File: src/rtl/idct8_scatter_mac.sv
// 8-point inverse DCT row engine: each serial coefficient X[k] is scattered into eight
// sample accumulators through one shared signed multiplier, then rounded samples drain out.
`timescale 1ns/1ps
module idct8_scatter_mac #(
  parameter int IN_W  = 8,
  parameter int ACC_W = 20,
  parameter int OUT_W = 9,
  parameter int SHIFT = 6
) (
  input  logic                    clk,
  input  logic                    rst,
  input  logic signed [IN_W-1:0]  coef_in,
  input  logic                    coef_valid,
  output logic                    coef_ready,
  output logic signed [OUT_W-1:0] out_data,
  output logic                    out_valid,
  input  logic                    out_ready,
  output logic                    out_last
);

  typedef enum logic [1:0] {IDLE, MAC, DRAIN} state_t;

  localparam logic signed [ACC_W-1:0] RND  = ACC_W'(2 ** (SHIFT - 1));
  localparam logic signed [ACC_W-1:0] MAXV = ACC_W'(2 ** (OUT_W - 1) - 1);
  localparam logic signed [ACC_W-1:0] MINV = ACC_W'(-(2 ** (OUT_W - 1)));

  state_t                  state_q;
  logic [2:0]              k_q, n_q;
  logic signed [IN_W-1:0]  coef_q;
  logic signed [ACC_W-1:0] acc_q [8];
  logic                    coef_ready_q, out_valid_q, out_last_q;
  logic signed [OUT_W-1:0] out_data_q;

  // W[k][n] = 32*cos((2n+1)k*pi/16) for k>0; the phase folds mod 32 onto a 16-entry cosine table.
  function automatic logic signed [6:0] rom_w(input logic [2:0] k, input logic [2:0] n);
    logic [4:0]        m;
    logic [4:0]        f;
    logic signed [6:0] w;
    m = {1'b0, n, 1'b1} * {2'b0, k};
    f = (m > 5'd16) ? 5'd0 - m : m;
    case (f)
      5'd1:    w = 7'sd31;
      5'd2:    w = 7'sd30;
      5'd3:    w = 7'sd27;
      5'd4:    w = 7'sd23;
      5'd5:    w = 7'sd18;
      5'd6:    w = 7'sd12;
      5'd7:    w = 7'sd6;
      5'd9:    w = -7'sd6;
      5'd10:   w = -7'sd12;
      5'd11:   w = -7'sd18;
      5'd12:   w = -7'sd23;
      5'd13:   w = -7'sd27;
      5'd14:   w = -7'sd30;
      5'd15:   w = -7'sd31;
      default: w = 7'sd0;
    endcase
    if (k == 3'd0) w = 7'sd23;
    return w;
  endfunction

  function automatic logic signed [OUT_W-1:0] round_sat(input logic signed [ACC_W-1:0] a);
    logic signed [ACC_W-1:0] r;
    r = (a + RND) >>> SHIFT;
    if (r > MAXV) return MAXV[OUT_W-1:0];
    if (r < MINV) return MINV[OUT_W-1:0];
    return r[OUT_W-1:0];
  endfunction

  logic signed [6:0]         w_d;
  logic signed [IN_W+6:0]    prod_d;
  logic signed [ACC_W-1:0]   prod_ext_d, acc_base_d, sum_d;

  always_comb begin
    w_d        = rom_w(k_q, n_q);
    prod_d     = coef_q * w_d;
    prod_ext_d = {{(ACC_W-IN_W-7){prod_d[IN_W+6]}}, prod_d};
    acc_base_d = (k_q == 3'd0) ? '0 : acc_q[n_q];
    sum_d      = acc_base_d + prod_ext_d;
  end

  // Datapath storage needs no reset: k==0 overwrites every accumulator.
  always_ff @(posedge clk) begin
    if (state_q == IDLE && coef_ready_q && coef_valid) coef_q <= coef_in;
    if (state_q == MAC) acc_q[n_q] <= sum_d;
  end

  always_ff @(posedge clk) begin
    if (rst) begin
      state_q      <= IDLE;
      k_q          <= 3'd0;
      n_q          <= 3'd0;
      coef_ready_q <= 1'b0;
      out_valid_q  <= 1'b0;
      out_last_q   <= 1'b0;
      out_data_q   <= '0;
    end else begin
      case (state_q)
        IDLE: begin
          if (coef_ready_q && coef_valid) begin
            n_q          <= 3'd0;
            coef_ready_q <= 1'b0;
            state_q      <= MAC;
          end else begin
            coef_ready_q <= 1'b1;
          end
        end
        MAC: begin
          n_q <= n_q + 3'd1;
          if (n_q == 3'd7) begin
            if (k_q == 3'd7) begin
              // acc[0] is already final; acc[7] is being written this cycle.
              k_q         <= 3'd0;
              state_q     <= DRAIN;
              out_valid_q <= 1'b1;
              out_last_q  <= 1'b0;
              out_data_q  <= round_sat(acc_q[0]);
            end else begin
              k_q          <= k_q + 3'd1;
              coef_ready_q <= 1'b1;
              state_q      <= IDLE;
            end
          end
        end
        DRAIN: begin
          if (out_ready) begin
            if (n_q == 3'd7) begin
              n_q          <= 3'd0;
              out_valid_q  <= 1'b0;
              out_last_q   <= 1'b0;
              coef_ready_q <= 1'b1;
              state_q      <= IDLE;
            end else begin
              n_q        <= n_q + 3'd1;
              out_data_q <= round_sat(acc_q[n_q + 3'd1]);
              out_last_q <= (n_q == 3'd6);
            end
          end
        end
        default: state_q <= IDLE;
      endcase
    end
  end

  assign coef_ready = coef_ready_q;
  assign out_valid  = out_valid_q;
  assign out_last   = out_last_q;
  assign out_data   = out_data_q;

endmodule

File: config.mk
export PLATFORM = sky130hd
export DESIGN_NAME = idct8_scatter_mac
export DESIGN_NICKNAME = d
export VERILOG_FILES = /design/src/rtl/idct8_scatter_mac.sv
export SDC_FILE = /design/constraint.sdc
export NUM_CORES = 1
export LEC_CHECK = 0
export CORE_ASPECT_RATIO = 1.75
export CORE_MARGIN = 1
export CORE_UTILIZATION = 47
export DETAILED_ROUTE_END_ITERATION = 10
export PLACE_DENSITY = 0.73
export SLEW_MARGIN = 20
export SYNTH_ARGS = -nofsm -noshare
export SYNTH_HDL_FRONTEND = slang
export SYNTH_SLANG_ARGS = --single-unit
File: constraint.sdc
create_clock -name clk -period 13 [get_ports clk]
set_input_delay 2.6 -clock clk [delete_from_list [all_inputs] [get_ports clk]]
set_output_delay 2.6 -clock clk [all_outputs]
set_load 0.02 [all_outputs]
# == After elaboration in Yosys (flattened, before gate mapping) ==
# Memories as Yosys holds them, arrays and structs flattened. A register that Yosys moved wholly into a read port is not among the register bits.
# Cells that the tools add are included.
# word_totals
reg_bits,28
output_inout_bits,12
n_memories,2
word_cells,119
latch_bits,0
rom_bits,112
mem_bits_rw,160
input_bits,12
# op_classes
div_mod_pow,0
addsub,6
reduce_logical,14
shift,0
n_mul,2
n_mux,70
order_cmp,5
n_bitwise,0
n_eq_ne,12
# mem_list
name,depth,width,rd,rd_ports_with_merged_regs,wr,line_no,text
acc_q,8,20,3,1,1,30,logic signed [ACC_W-1:0] acc_q [8];
(no name shown),16,7,1,0,0,41,case (f)
# ops
op,count
2-to-1 mux 9 bit,12
"adder 20 x 7 -> 20 bit, second input constant",2
2-to-1 mux 1 bit,37
"greater-than comparator 14 x 9 -> 1 bit, second input constant",2
"< comparator 14 x 9 -> 1 bit, second input constant",2
adder 20 x 15 -> 20 bit,1
2-to-1 mux 20 bit,1
2-to-1 mux 3 bit,6
one-hot mux 9 bit (2 select lines),1
multiplier 8 x 7 -> 15 bit,1
AND reduction 5 bit,3
2-to-1 mux 7 bit,2
2-to-1 mux 2 bit,5
"equality test 3 bit, second input constant",3
one-hot mux 3 bit (3 select lines),1
"inequality test 2 bit, second input constant",4
AND reduction 4 bit,2
"adder 3 x 1 -> 3 bit, second input constant",2
"inequality test 2 x 1 -> 1 bit, second input constant",3
one-hot mux 2 bit (3 select lines),1
"greater-than comparator 5 bit, second input constant",1
multiplier 4 x 3 -> 5 bit,1
2-to-1 mux 5 bit,1
"subtractor 1 x 5 -> 5 bit, first input constant",1
other kinds (11),14

# == Depth between registers and ports, before layout ==
# An unclocked memory read counts as a cell.
# logic_depth
word_depth,19
mapped_depth,34
ltp_nobuf,30

# == Least setup slack after synthesis ==
# Ideal clock, no wire load.
# synth_path
path_kind,register to register
startpoint,register n_q[0]
endpoint,memory acc_q[0][19] (data pin)
setup_slack_ps,4768
path_stages_with_launch,35
setup_time_ps,290
arrival_time_ps,7942
required_time_ps,12710
synth_period_minus_slack_ps,8232
path_buffers,4
path_cell_list,dfxtp_1 buf_6 buf_12 clkbuf_1 nand2_1 fa_1 inv_1 ha_1 fa_1 xnor2_2 xnor3_1 clkbuf_1 nor3_1 o21ai_0 a21oi_1 a211oi_1 o21ai_1 and2_1 fa_1 inv_1 fa_1 inv_1 fa_1 inv_1 fa_1 inv_1 ha_1 o21a_1 o31a_1 o211ai_1 a21oi_1 nand3b_1 a41oi_1 o21ai_0 xnor3_1
# synth_via
elab_chain_cells,8
elab_cells_between_ends,9
classes_between,add/sub: 2; mul: 2; order compare: 1; mux: 3; memory: 1
# synth_rtl
element,line_no,text
start: declaration,28,"logic [2:0] k_q, n_q;"
start signal: assignment,109,n_q <= n_q + 3'd1;
start signal: assignment,134,n_q <= n_q + 3'd1;
multiplier 4 x 3 -> 5 bit (*),39,"m = {1'b0, n, 1'b1} * {2'b0, k};"
subtractor 1 x 5 -> 5 bit or greater-than comparator 5 bit (tied branches),40,f = (m > 5'd16) ? 5'd0 - m : m;
2-to-1 mux 5 bit (*),40,
memory (16 x 7 bit),-,
2-to-1 mux 7 bit (*),41,
2-to-1 mux 7 bit (*),58,if (k == 3'd0) w = 7'sd23;
multiplier 8 x 7 -> 15 bit (*),76,prod_d = coef_q * w_d;
adder 20 x 15 -> 20 bit (*),79,sum_d = acc_base_d + prod_ext_d;
named net sum_d[19],72,"logic signed [ACC_W-1:0] prod_ext_d, acc_base_d, sum_d;"
end: declaration,30,
# Mark *: on every way through the listed nets, which the timed path passes. The rest lies on a longest branch.

# == Worst setup path in the final report ==
# layout_path
startpoint,register n_q[0]
endpoint,memory acc_q[2][19] (data pin)
# The elaborated chain is that of the path after synthesis.

==> flow_summary.toml <==
[outcome]
status = "finished, final reports clean"

[drt]
ant_nets = 0
viasPerCell = 5.880
dr_wl_met3_um = 1074
avgRoutedWirePerCell_um = 21.66
routed-wl-met2_um = 16960
remaining_drc_errors = 0
top_layer = "met4"
drt_iter0_markers = 590
firstDrtPassIters = 5
drt_wl_total_um = 31610
vias = 8579
wl_met1_um = 11260

[placed_design]
place.gp.congestion = 0.8671
place_inst = 1427
io_buffers = 23
pre_cts_ws_ns = 3.957
placed_area_um2 = 13840
dp_hpwl_um = 22870

[logic_synthesis]
synthXorXnorAreaFrac_pct = 3.166
synth_compound_area_share_pct = 6.701
synth-simple-area-share_pct = 10.61
synth_ff_type = "edfxtp_1"
netlist_area_um2 = 13200
synth_top_family_by_area = "adder cells"
ys_warn_count = 0
synth_edf_count = 168
synthAdderAreaFrac_pct = 17.55
ys_seq_area_share_pct = 41.70
synthesis.nets = 1208
synthMuxAreaShare_pct = 14.97
postSynthCellCount = 1057
ys_seq_elements = 191
ys_types = 75
avgSynthCellArea_um2 = 12.49
synthArstFlopShare_pct = 0

[timing]
finalHoldViolations = 0
finalCritPeriodShare_pct = 70.31
layout_setup_ws_ns = 3.860
fin_worst_skew_ns = 0.009923
rsz0062_at_grt = "no"
worst_slew_pin_slew_ns = 0.9152
max_freq_mhz = 109.4
setup_viol = 0
hold_slack_ns = 0.4700
maxSlewHeadroom_pct = 38.55
layout_min_cycle_time_ns = 9.140
tns_ns = 0
slew_viol_final = 0

[global_routing]
grt_pass1_vias = 9012
antenna_found_initial = 0
grt_overflow = 0
grt_first_pass_wirelength_um = 49760
grt_max_degree = 41
track_usage_pct = 23.70

[final_layout]
antenna_cells = 0
final_layout_size_suffix_gt1_share_pct = 13.85
finalNetCount = 1228
fin_cells = 1459
areaGrowthSynthToFinish_pct = 9.440
fin_area_um2 = 14450

[worst_hold_path]
hold_depth = 2
hold_start = "out_data[4]$_SDFFE_PP0P_"
hold_path.class = "flop to flop"
min_to = "out_data[4]$_SDFFE_PP0P_"

[floorplanning]
placementRows = 80
dieHeight_um = 223.7
coreArea_um2 = 27430
dieWidth_um = 128.7
start_util_pct = 48.13
io-pin-count = 24
dieArea_um2 = 28790

[clock_tree]
clock_sinks = 191
cts_hold_buf = 0
post-cts-setup-buffer-count = 0
clock_latency_ns = 0.45
clkSlewWorstSetupHoldPaths_ns = 0.07
clock_path_buffers = 2
cts_buffers = 17
cts.repair.resized = 0
htree_levels = 4
cts_tree = "done"
root_buffer = "clkbuf_16"

[worst_setup_path]
timing.rr.end = "acc_q[2][19]$_DFFE_PP_"
criticalPathCategory = "flop to flop"
rrSetupSlack_ns = 3.86
crit_top_cell = "fa_1"
cp-end-kind = "flop"
slowest_stage = "o21ai_1"
crit_required_ns = 13.15
worstPathMaxFanout = 36
critPathArrivalTime_ns = 9.29
start_kind = "flop"
critical-path-max-stage-delay_ns = 0.63
reg2reg_depth = 29
rr_startpoint = "n_q[0]$_SDFFE_PP0P_"

[power_and_ir_drop]
p_leak_nw = 5.273
max-vdd-ir-drop_mv = 0.1072
pwr_density_cell_nw_per_um2 = 140.6

[job]
cap_violations = 0
==> critical path, delay by kind of cell, from the launching register on <==
family	cells	cell delay, ns
AO/OA/AOI/OAI	10	2.23
XOR/XNOR	3	1.33
adder cells (fa/ha/maj)	8	3.46
buffers and inverters	4	0.67
flip-flops	1	0.32
AND/OR/NAND/NOR	4	0.83
==> sequential cells by signal (all words and copies together), names as in the netlist, named ones only <==
register,count
acc_q,160
coef_q,8
coef_ready,1
k_q,3
n_q,3
out_data,9
out_last,1
out_valid,1
state_q,2
==> logic make-up (layout without fill, tap and decap cells) <==
logic type | count (synthesis) | count (layout)
buffers and inverters | 171 | 204
adders and majority gates | 139 | 139
xor gates and xnor gates | 42 | 42
DFF | 191 | 191
and+or+nand+nor | 281 | 281
AOI/OAI and AO/OA | 125 | 125
muxes | 108 | 108
==> cell usage after synthesis, types with 4 or more instances <==
cell / instances / area, um2
nor2_1: 73 / 274.0
and3_1: 8 / 50.05
a31oi_1: 5 / 31.28
nand2_1: 67 / 251.5
a21o_1: 4 / 30.03
clkbuf_1: 20 / 75.07
buf_2: 5 / 25.02
and2_1: 27 / 168.9
ha_1: 62 / 775.7
mux2i_1: 28 / 280.3
buf_1: 6 / 22.52
edfxtp_1: 168 / 5045
o21ai_0: 14 / 70.07
nand4_1: 4 / 25.02
nand3_1: 22 / 110.1
xnor2_1: 31 / 271.5
nor2b_1: 17 / 106.4
nand2b_1: 17 / 106.4
nor4_1: 4 / 25.02
mux2_2: 7 / 78.83
dfxtp_1: 23 / 460.4
o221ai_1: 11 / 96.34
mux4_2: 70 / 1577
inv_1: 134 / 503.0
nor3_1: 21 / 105.1
a21oi_1: 38 / 190.2
fa_1: 77 / 1541
o21a_1: 6 / 45.04
a211oi_1: 11 / 82.58
xor2_1: 7 / 61.31
==> layout by cell type (no fill, tap or decap), drive strengths merged, types with 3 or more instances in the layout <==
master	netlist	layout
clkdlybuf4s50	0	23
nand3b	4	4
nand3	22	22
nor3	21	21
a41oi	4	4
o31ai	3	3
nor2b	17	17
edfxtp	168	168
inv	134	142
mux4	70	70
o21ai	17	17
mux2i	31	31
buf	16	14
a31oi	5	5
nand2	67	67
dfxtp	23	23
xnor2	32	32
fa	77	77
nor4	4	4
o21bai	3	3
a21o	4	4
a21oi	39	39
ha	62	62
mux2	7	7
nor3b	3	3
o221ai	11	11
xor2	7	7
o21a	6	6
and3	8	8
nand4	5	5
nor2	73	73
or3	4	4
clkbuf	20	17
clkinv	1	6
a211oi	12	12
nand2b	17	17
and2	27	27
==> report_power, final <==
group	switching, mW	internal (mW)
registers	0.0278	0.850
logic	0.412	0.202
clock network	0.262	0.278
total	0.702	1.33
==> layer usage <==
layer | vias to the layer above | track usage [%]
li1 | 3854 | -
met1 | 4355 | 24.71
met2 | 275 | 42.79
met3 | 95 | 3.248
met4 | 0 | 17.31
met5 | - | 0
==> worst max-delay path by stage <==
| stage | from | endpoint | slack, ns | cells after the start |
|---|---|---|---|---|
| global route | n_q[0]$_SDFFE_PP0P_ | acc_q[6][19]$_DFFE_PP_ | 3.13 | 27 |
| floorplan | n_q[0]$_SDFFE_PP0P_ | acc_q[0][19]$_DFFE_PP_ | 4.77 | 34 |
| CTS | n_q[0]$_SDFFE_PP0P_ | acc_q[6][19]$_DFFE_PP_ | 3.92 | 27 |
| detailed placement | n_q[0]$_SDFFE_PP0P_ | acc_q[0][19]$_DFFE_PP_ | 3.96 | 31 |
| global placement | n_q[0]$_SDFFE_PP0P_ | acc_q[2][19]$_DFFE_PP_ | 4.09 | 26 |
| finish | n_q[0]$_SDFFE_PP0P_ | acc_q[2][19]$_DFFE_PP_ | 3.86 | 29 |
==> through the flow <==
| step | util, % | power [mW] |
|---|---|---|
| finish | 52.68 | 2.031 |
| global route | 52.68 | 2.118 |
| CTS | 52.68 | 2.036 |
| detailed placement | 50.45 | 1.496 |
| global placement | 50.45 | 1.479 |
| floorplan | - | 1.284 |
==> area by class of cell <==
cell class | instances | area [um2]
Timing Repair Buffer | 37 | 335.3
Clock buffer | 17 | 425.4
Inverter | 135 | 506.7
Sequential cell | 191 | 5509
Clock inverter | 15 | 185.2
Tap cell | 369 | 461.7
Multi-Input combinational cell | 695 | 7024
Fill cell | 2319 | 12980
Note: power is estimated with default switching activity, not from simulation.
